--- src/rtl/dcf77_tx.sv ---
// DCF77 minute-frame transmitter: latches BCD time at each minute mark
// and emits 100/200 ms amplitude-reduction pulses, one bit per second.
module dcf77_tx #(
    parameter int TICKS_PER_SEC = 100,
    parameter int T0_TICKS      = 10,
    parameter int T1_TICKS      = 20
) (
    input  logic       clk,
    input  logic       rst,
    input  logic       clk_en,
    input  logic       enable,
    input  logic [7:0] year,
    input  logic [4:0] month,
    input  logic [5:0] day,
    input  logic [2:0] day_of_week,
    input  logic [5:0] hour,
    input  logic [6:0] minute,
    input  logic       cest,
    output logic       tx,
    output logic       frame_start,
    output logic [5:0] second
);

    localparam int TW = (TICKS_PER_SEC > 1) ? $clog2(TICKS_PER_SEC) : 1;
    localparam logic [TW-1:0] L_TMAX = TW'(TICKS_PER_SEC - 1);
    localparam logic [TW-1:0] L_T0   = TW'(T0_TICKS);
    localparam logic [TW-1:0] L_T1   = TW'(T1_TICKS);
    localparam logic [5:0]    L_GAP  = 6'd59;

    logic [TW-1:0] r_tick;
    logic [5:0]    r_sec;
    logic [58:0]   r_frame;
    logic          r_tx;
    logic          r_fs;

    logic [TW-1:0] w_tick_nxt;
    logic [5:0]    w_sec_nxt;
    logic [58:0]   w_frame_nxt;
    logic [58:0]   w_frame_new;
    logic [59:0]   w_frame_ext;
    logic          w_fs_nxt;
    logic          w_bit;
    logic [TW-1:0] w_width;
    logic          w_tx_nxt;

    // Bit layout matches the receiver's data_hold[58:0]
    always_comb begin
        w_frame_new        = '0;
        w_frame_new[17]    = cest;
        w_frame_new[18]    = ~cest;
        w_frame_new[20]    = 1'b1;
        w_frame_new[27:21] = minute;
        w_frame_new[28]    = ^minute;
        w_frame_new[34:29] = hour;
        w_frame_new[35]    = ^hour;
        w_frame_new[41:36] = day;
        w_frame_new[44:42] = day_of_week;
        w_frame_new[49:45] = month;
        w_frame_new[57:50] = year;
        w_frame_new[58]    = ^{year, month, day_of_week, day};
    end

    always_comb begin
        w_tick_nxt  = r_tick;
        w_sec_nxt   = r_sec;
        w_frame_nxt = r_frame;
        w_fs_nxt    = 1'b0;
        if (!enable) begin
            w_tick_nxt = '0;
            w_sec_nxt  = L_GAP;
        end else if (clk_en) begin
            if (r_tick == L_TMAX) begin
                w_tick_nxt = '0;
                if (r_sec == L_GAP) begin
                    w_sec_nxt   = 6'd0;
                    w_frame_nxt = w_frame_new;
                    w_fs_nxt    = 1'b1;
                end else begin
                    w_sec_nxt = r_sec + 6'd1;
                end
            end else begin
                w_tick_nxt = r_tick + 1'b1;
            end
        end
    end

    // tx is computed from next-state so the flop tracks the live sec/tick
    always_comb begin
        w_frame_ext = {1'b0, w_frame_nxt};
        w_bit       = w_frame_ext[w_sec_nxt];
        w_width     = w_bit ? L_T1 : L_T0;
        w_tx_nxt    = (w_sec_nxt != L_GAP) && (w_tick_nxt < w_width);
    end

    always_ff @(posedge clk or negedge rst) begin
        if (!rst) begin
            r_tick  <= '0;
            r_sec   <= L_GAP;
            r_frame <= '0;
            r_tx    <= 1'b0;
            r_fs    <= 1'b0;
        end else begin
            r_tick  <= w_tick_nxt;
            r_sec   <= w_sec_nxt;
            r_frame <= w_frame_nxt;
            r_tx    <= w_tx_nxt;
            r_fs    <= w_fs_nxt;
        end
    end

    assign tx          = r_tx;
    assign frame_start = r_fs;
    assign second      = r_sec;

endmodule

--- config.mk ---
export PLATFORM = sky130hd
export DESIGN_NAME = dcf77_tx
export DESIGN_NICKNAME = d
export VERILOG_FILES = /design/src/rtl/dcf77_tx.sv
export SDC_FILE = /design/constraint.sdc
export NUM_CORES = 1
export LEC_CHECK = 0
export ABC_AREA = 1
export CAP_MARGIN = 5
export CORE_MARGIN = 4
export CORE_UTILIZATION = 61
export CTS_BUF_LIST = sky130_fd_sc_hd__clkbuf_4 sky130_fd_sc_hd__clkbuf_8 sky130_fd_sc_hd__clkbuf_16
export CTS_CLUSTER_SIZE = 30
export DETAILED_ROUTE_END_ITERATION = 8
export PLACE_DENSITY_LB_ADDON = 0.3
export SKIP_CTS_REPAIR_TIMING = 1
export SYNTH_ARGS = -nofsm -noshare
export SYNTH_HDL_FRONTEND = slang
export SYNTH_SLANG_ARGS = --single-unit
--- constraint.sdc ---
create_clock -name clk -period 5.8 [get_ports clk]
set_input_delay 1.16 -clock clk [delete_from_list [all_inputs] [get_ports clk]]
set_output_delay 1.16 -clock clk [all_outputs]
set_load 0.1 [all_outputs]
Word-level counts from Yosys, hierarchy flattened
Cells that the tools add are included.

$add $sub $neg: 2. Muxes and demuxes: 18. Bitwise gates (word level): 1. Eq/ne operators: 3. Magnitude comparators: 2. Reduce and logical (&&, ||, !) cells: 4.

Operators with widths (number): $mux 59 (4); $mux 6 (4); $reduce_xor 22->1 (1); $mux 7 (3); $add 7x1->7 const B (1); $eq 7x7->1 const B (1); $lt 6x7->1 const B (1); $lt 7x5->1 (1); $reduce_xor 7->1 (1); $add 6x1->6 const B (1); $bmux 1 s6 (1); $eq 6x6->1 const B (1); $ne 6x6->1 const B (1); $reduce_xor 6->1 (1); $mux 1 (5); $mux 5 (1); $logic_and 1x1->1 (1); $not 1->1 (1).

Output and inout bits: 8. Flip-flop bits (word level): 74. Input port bits: 40. Logic and storage cells: 35.

Logic depth before layout (Yosys ltp)
Depth in word-level cells: 10. Mapped depth: 23. Gate-level depth less buffers: 23.

Worst setup path before layout
No wires, ideal clock.

Kind: reg2reg. Start: reg r_sec[0] (netlist: second[0]). End: reg r_tx (netlist: tx). Arrival time: 3.312 ns. Setup time: 0.073 ns. Required time: 5.727 ns. Stages on the path, launching flop included: 20. Path buffers: 1. Period minus slack after synthesis: 3.385 ns. Path slack: 2.415 ns. Path through: dfstp_2 > ha_1 > nand3_1 > nor2_4 > nor2_1 > nand2_1 > nand3_2 > buf_4 > nand2_1 > nand2_1 > a21oi_1 > nor2_1 > nor2_1 > nand3_1 > nand3_1 > nand2_2 > ha_1 > a2111oi_0 > o31ai_1 > a21oi_2.

Word-level cells in the longest chain between the ends: 10. Elaborated cells between the ends (all ways): 16. Classes of those cells: add/sub (1); order compare (1); eq/ne (2); mux (11); reduce/logical (1).

RTL lines: start, declared (line 31) `logic [5:0] r_sec;`; start signal, assigned (line 104) `r_sec <= w_sec_nxt;`; $add 6x1->6 or $eq 6x6->1 (tied branches) (line 79, 74); $mux 6 or $mux 59 (tied branches) (line 74) `if (r_sec == L_GAP) begin`; $mux 6 or $mux 59 (tied branches) (line 72) `if (r_tick == L_TMAX) begin`; $mux 6 or $mux 59 (tied branches) (line 71) `end else if (clk_en) begin`; $mux 6 or $mux 59 (tied branches) (line 68) `if (!enable) begin`; $bmux 1 s6 (line 90) `w_bit = w_frame_ext[w_sec_nxt];`; $mux 1 (not written as such) (line 90); $mux 5 (line 91) `w_width = w_bit ? L_T1 : L_T0;`; $lt 7x5->1 (line 92) `w_tx_nxt = (w_sec_nxt != L_GAP) && (w_tick_nxt < w_width);`; $logic_and 1x1->1 (*) (line 92); via w_tx_nxt (line 44) `logic w_tx_nxt;`; end signal, assigned (line 106) `r_tx <= w_tx_nxt;`; end, declared (line 33) `logic r_tx;`.

The timed path passes the listed nets; every way through them passes the cells marked *. The select of a mux whose other input is x is not followed.

Final worst setup path
Start: in clk_en. End: reg r_tx (netlist: tx).

Word-level cells in the longest chain between the ends: 7. Elaborated cells between the ends (all ways): 12. Classes of those cells: order compare (1); eq/ne (1); mux (9); reduce/logical (1).

RTL lines: start, declared (line 10) `input logic clk_en,`; $mux 59 (line 71); $mux 59 (line 68); via w_frame_nxt[33] (line 38) `logic [58:0] w_frame_nxt;`; $bmux 1 s6 (line 90); $mux 1 (not written as such) (line 90); $mux 5 (line 91); $lt 7x5->1 (line 92); $logic_and 1x1->1 (line 92); via w_tx_nxt (line 44).

The timed path passes the listed nets, and every way through them passes these cells. The select of a mux whose other input is x is not followed.

==> flow_summary.yaml <==
global_routing:
  grtUsageTotal_pct: 26.39
  gr-total-overflow: 0
  grt_first_pass_wirelength_um: 17960
  grt_start_max_net_pins: 75
  antenna_found_initial: 0
  grt_pass1_vias: 3855
clock_tree:
  path_clk_slew_ns: 0.07
  cts_tree: "built"
  clockBufferDepth: 2
  cts-buffers-inserted: 9
  cts.sinks: 74
  h-tree-depth: 3
  clock_latency_ns: 0.36
  cts-root-buf: "clkbuf_8"
setup_path:
  worstSetupPathType: "primary input to flip-flop"
  crit_family: "buffers and inverters"
  reg2reg_slack_ns: 1.79
  worstPathRequired_ns: 6.08
  endpoint: "tx"
  path_depth: 17
  crit_arrival_ns: 4.82
  crit_chain: "clkdlybuf4s50_1 -> nand2_1 -> inv_2 -> nand3_4 -> buf_4 -> o21ai_0 -> nand2_1 -> nand3_1 -> nand3_1 -> nand3_1 -> a21oi_1 -> nand2_1 -> nand2_2 -> ha_1 -> a2111oi_0 -> o31ai_1 -> a21oi_2"
  reg2regPathDepth: 17
  critPathMaxFanout: 43
  critical-path-max-stage-delay_ns: 0.61
  cp_slowest_cell: "clkdlybuf4s50_1"
  crit_buf_inv: 3
  r2r_end: "tx"
  r2r-start: "second[0]"
  startpoint: "clk_en"
  critPathLaunchType: "primary input"
  end_kind: "flip-flop"
finish:
  syn_to_final_growth_pct: 15.48
  regArea_um2: 1858
  final_util_pct: 73.91
  multi_input_area_um2: 2031
  fillers: 540
  nNetsFinal: 716
  drive_gt1_share_pct: 6.953
  finalNonFillerCells: 772
  n_antenna_cell: 0
routing:
  drt_drc_violations_left: 0
  routedWlPerCell_um: 13.88
  routed_wl_um: 10710
  vias: 4075
  drt-pass1-iter-count: 6
  avgViaCountPerCell: 5.278
  ant_nets: 0
  initialDrtViolationCount: 326
timing:
  fin_crit_ns: 4.532
  setup_tns_ns: 0
  whs_ns: 0.4677
  hold_viol: 0
  rsz0062_at_grt: "false"
  finalSetupViolCount: 0
  drv_slew: 0
  fin_crit_sh_pct: 78.14
  fmax_mhz: 220.7
  relSlewSlack_pct: 34.17
  worst_pin_slew_ns: 0.9844
  finalClockSkew_ns: 0.008559
  fin_ws_ns: 1.268
synth:
  synth_commonest_cells: "nand2_1 (239), inv_1 (101), dfrtp_1 (69)"
  synth_cells: 629
  ys_types: 35
  syn_area_per_cell_um2: 7.028
  yosys-top-cells-area: "dfrtp_1 (39%), nand2_1 (20%), inv_1 (8.6%)"
  yosysTopAreaCellShare_pct: 39.06
  async_flop_share_pct: 100.0
  yosysMostFrequentCell: "nand2_1"
  ys_seq_elements: 74
  netlist_area_um2: 4420
  syn_nets: 674
  ys.warnings.count: 0
  synth_edf_count: 0
  synth_ff_type: "dfrtp_1"
  yosysSeqAreaShare_pct: 42.03
  yosysTopAreaCell: "dfrtp_1"
power:
  combPwrFrac_pct: 10.3
  leakagePower_uw: 0.002756
  switching_share_pct: 24.39
  power_density_nw_per_um2: 206.4
  seqPwrFrac_pct: 49.1
  pwr-share-clk_pct: 40.5
  intPower_uw: 796.8
  switchingPower_uw: 257.0
  vdd_ir_drop_max_v: 0.0001406
placement:
  dp.cells: 756
  globalplace.congestion: 0.8610
  preCtsSetupSlack_ns: 1.010
  io_buffer_count: 47
  hpwl_um: 7522
floorplan:
  ios: 48
  initial_utilization_pct: 64.00
  row_count: 30
  core_um2: 6907
  fp.dieH_um: 93.13
  fp.dieW_um: 93.13
  fp.dieArea_um2: 8672
flow_run:
  drv_cap: 0
outcome:
  run_status: "finished, final reports clean"
min_path:
  hold_class: "flip-flop to flip-flop"
==> cell families after synthesis <==
| kind of cell | Yosys count | synth area share (%) |
|---|---|---|
| AOI/OAI and AO/OA | 59 | 7.529 |
| xor gates and xnor gates | 16 | 3.170 |
| adders and majority gates | 5 | 1.415 |
| buffers and inverters | 124 | 12.03 |
| DFF | 74 | 42.03 |
| and+or+nand+nor | 351 | 33.82 |
==> per-layer routing <==
metal | track usage, % | vias to the layer above | share of wire [%]
met2 | 44.09 | 125 | 50
met5 | 0 | - | 0
li1 | - | 2024 | -
met4 | 8.059 | 0 | 1.2
met3 | 6.195 | 12 | 5.5
met1 | 34.14 | 1914 | 43
==> cell usage in the layout, fill, tap and decap left out, types with 2 or more instances in the layout <==
master             n
nand3_1           51
ha_1               5
nand2_1          239
dfrtp_1           69
dfstp_2            5
inv_1            101
o211ai_1           4
o21ai_0           20
or2_2              3
nor2_4             5
clkinv_2           2
clkdlybuf4s50_1   46
a21oi_1            9
inv_2              4
xnor2_1           10
nor3_1             7
nand2_2            4
nor2_1            30
clkbuf_8          12
xor2_1             6
o21ai_1           17
buf_4              3
o31ai_1            2
nand4_1            6
nand3_2            2
==> worst register-to-register path: stages, from the launching register on <==
cell and delay, ns:
dfstp_2 0.57, ha_1 0.24, nand3_1 0.14, nor2_4 0.22, nand3_4 0.41, buf_4 0.39
o21ai_0 0.32, nand2_1 0.09, nand3_1 0.11, nand3_1 0.10, nand3_1 0.09, a21oi_1 0.07
nand2_1 0.11, nand2_2 0.08, ha_1 0.30, a2111oi_0 0.40, o31ai_1 0.15, a21oi_2 0.14
==> final cells by class <==
type                       count  share of cell area [%]
timing repair buffer          50                   9.559
multi-input combinational    431                   39.78
clock inverter                 4                  0.9559
inverter                     105                   7.721
tap                           96                   2.353
sequential                    74                   36.40
clock buffer                  12                   3.235
==> power by group through the flow <==
stage          Sequential [uW]  Clock (uW)  Combinational [uW]
2_1_floorplan              528           0                53.1
3_3_place_gp               528           0                 104
4_1_cts                    518         432                 109
5_1_grt                    518         457                 122
6_report                   518         427                 109
3_5_place_dp               528           0                 108
==> through the flow <==
step                      area, um^2  total power [uW]
final                           5105              1054
after global routing            5105              1097
after CTS                       5105              1059
after detailed placement        4891             636.2
after global placement          4891             632.3
after floorplan                 4420             580.8
==> registers in the layout, summed over array words and instances (netlist names) <==
name         flops
r_tick           7
r_frame         59
frame_start      1
second           6
tx               1
==> how the worst min path moves through the flow <==
stage                      startpoint  cells past startpoint           to  slack [ns]
final                     r_frame[15]                      2  r_frame[15]        0.47
after global placement    r_frame[20]                      1  r_frame[20]        0.44
after floorplan           r_frame[20]                      1  r_frame[20]        0.43
after detailed placement  r_frame[20]                      1  r_frame[20]        0.45
after global routing      r_frame[20]                      1  r_frame[20]        0.48
after CTS                 r_frame[20]                      1  r_frame[20]        0.47
Power figures use the tool's default switching activity.
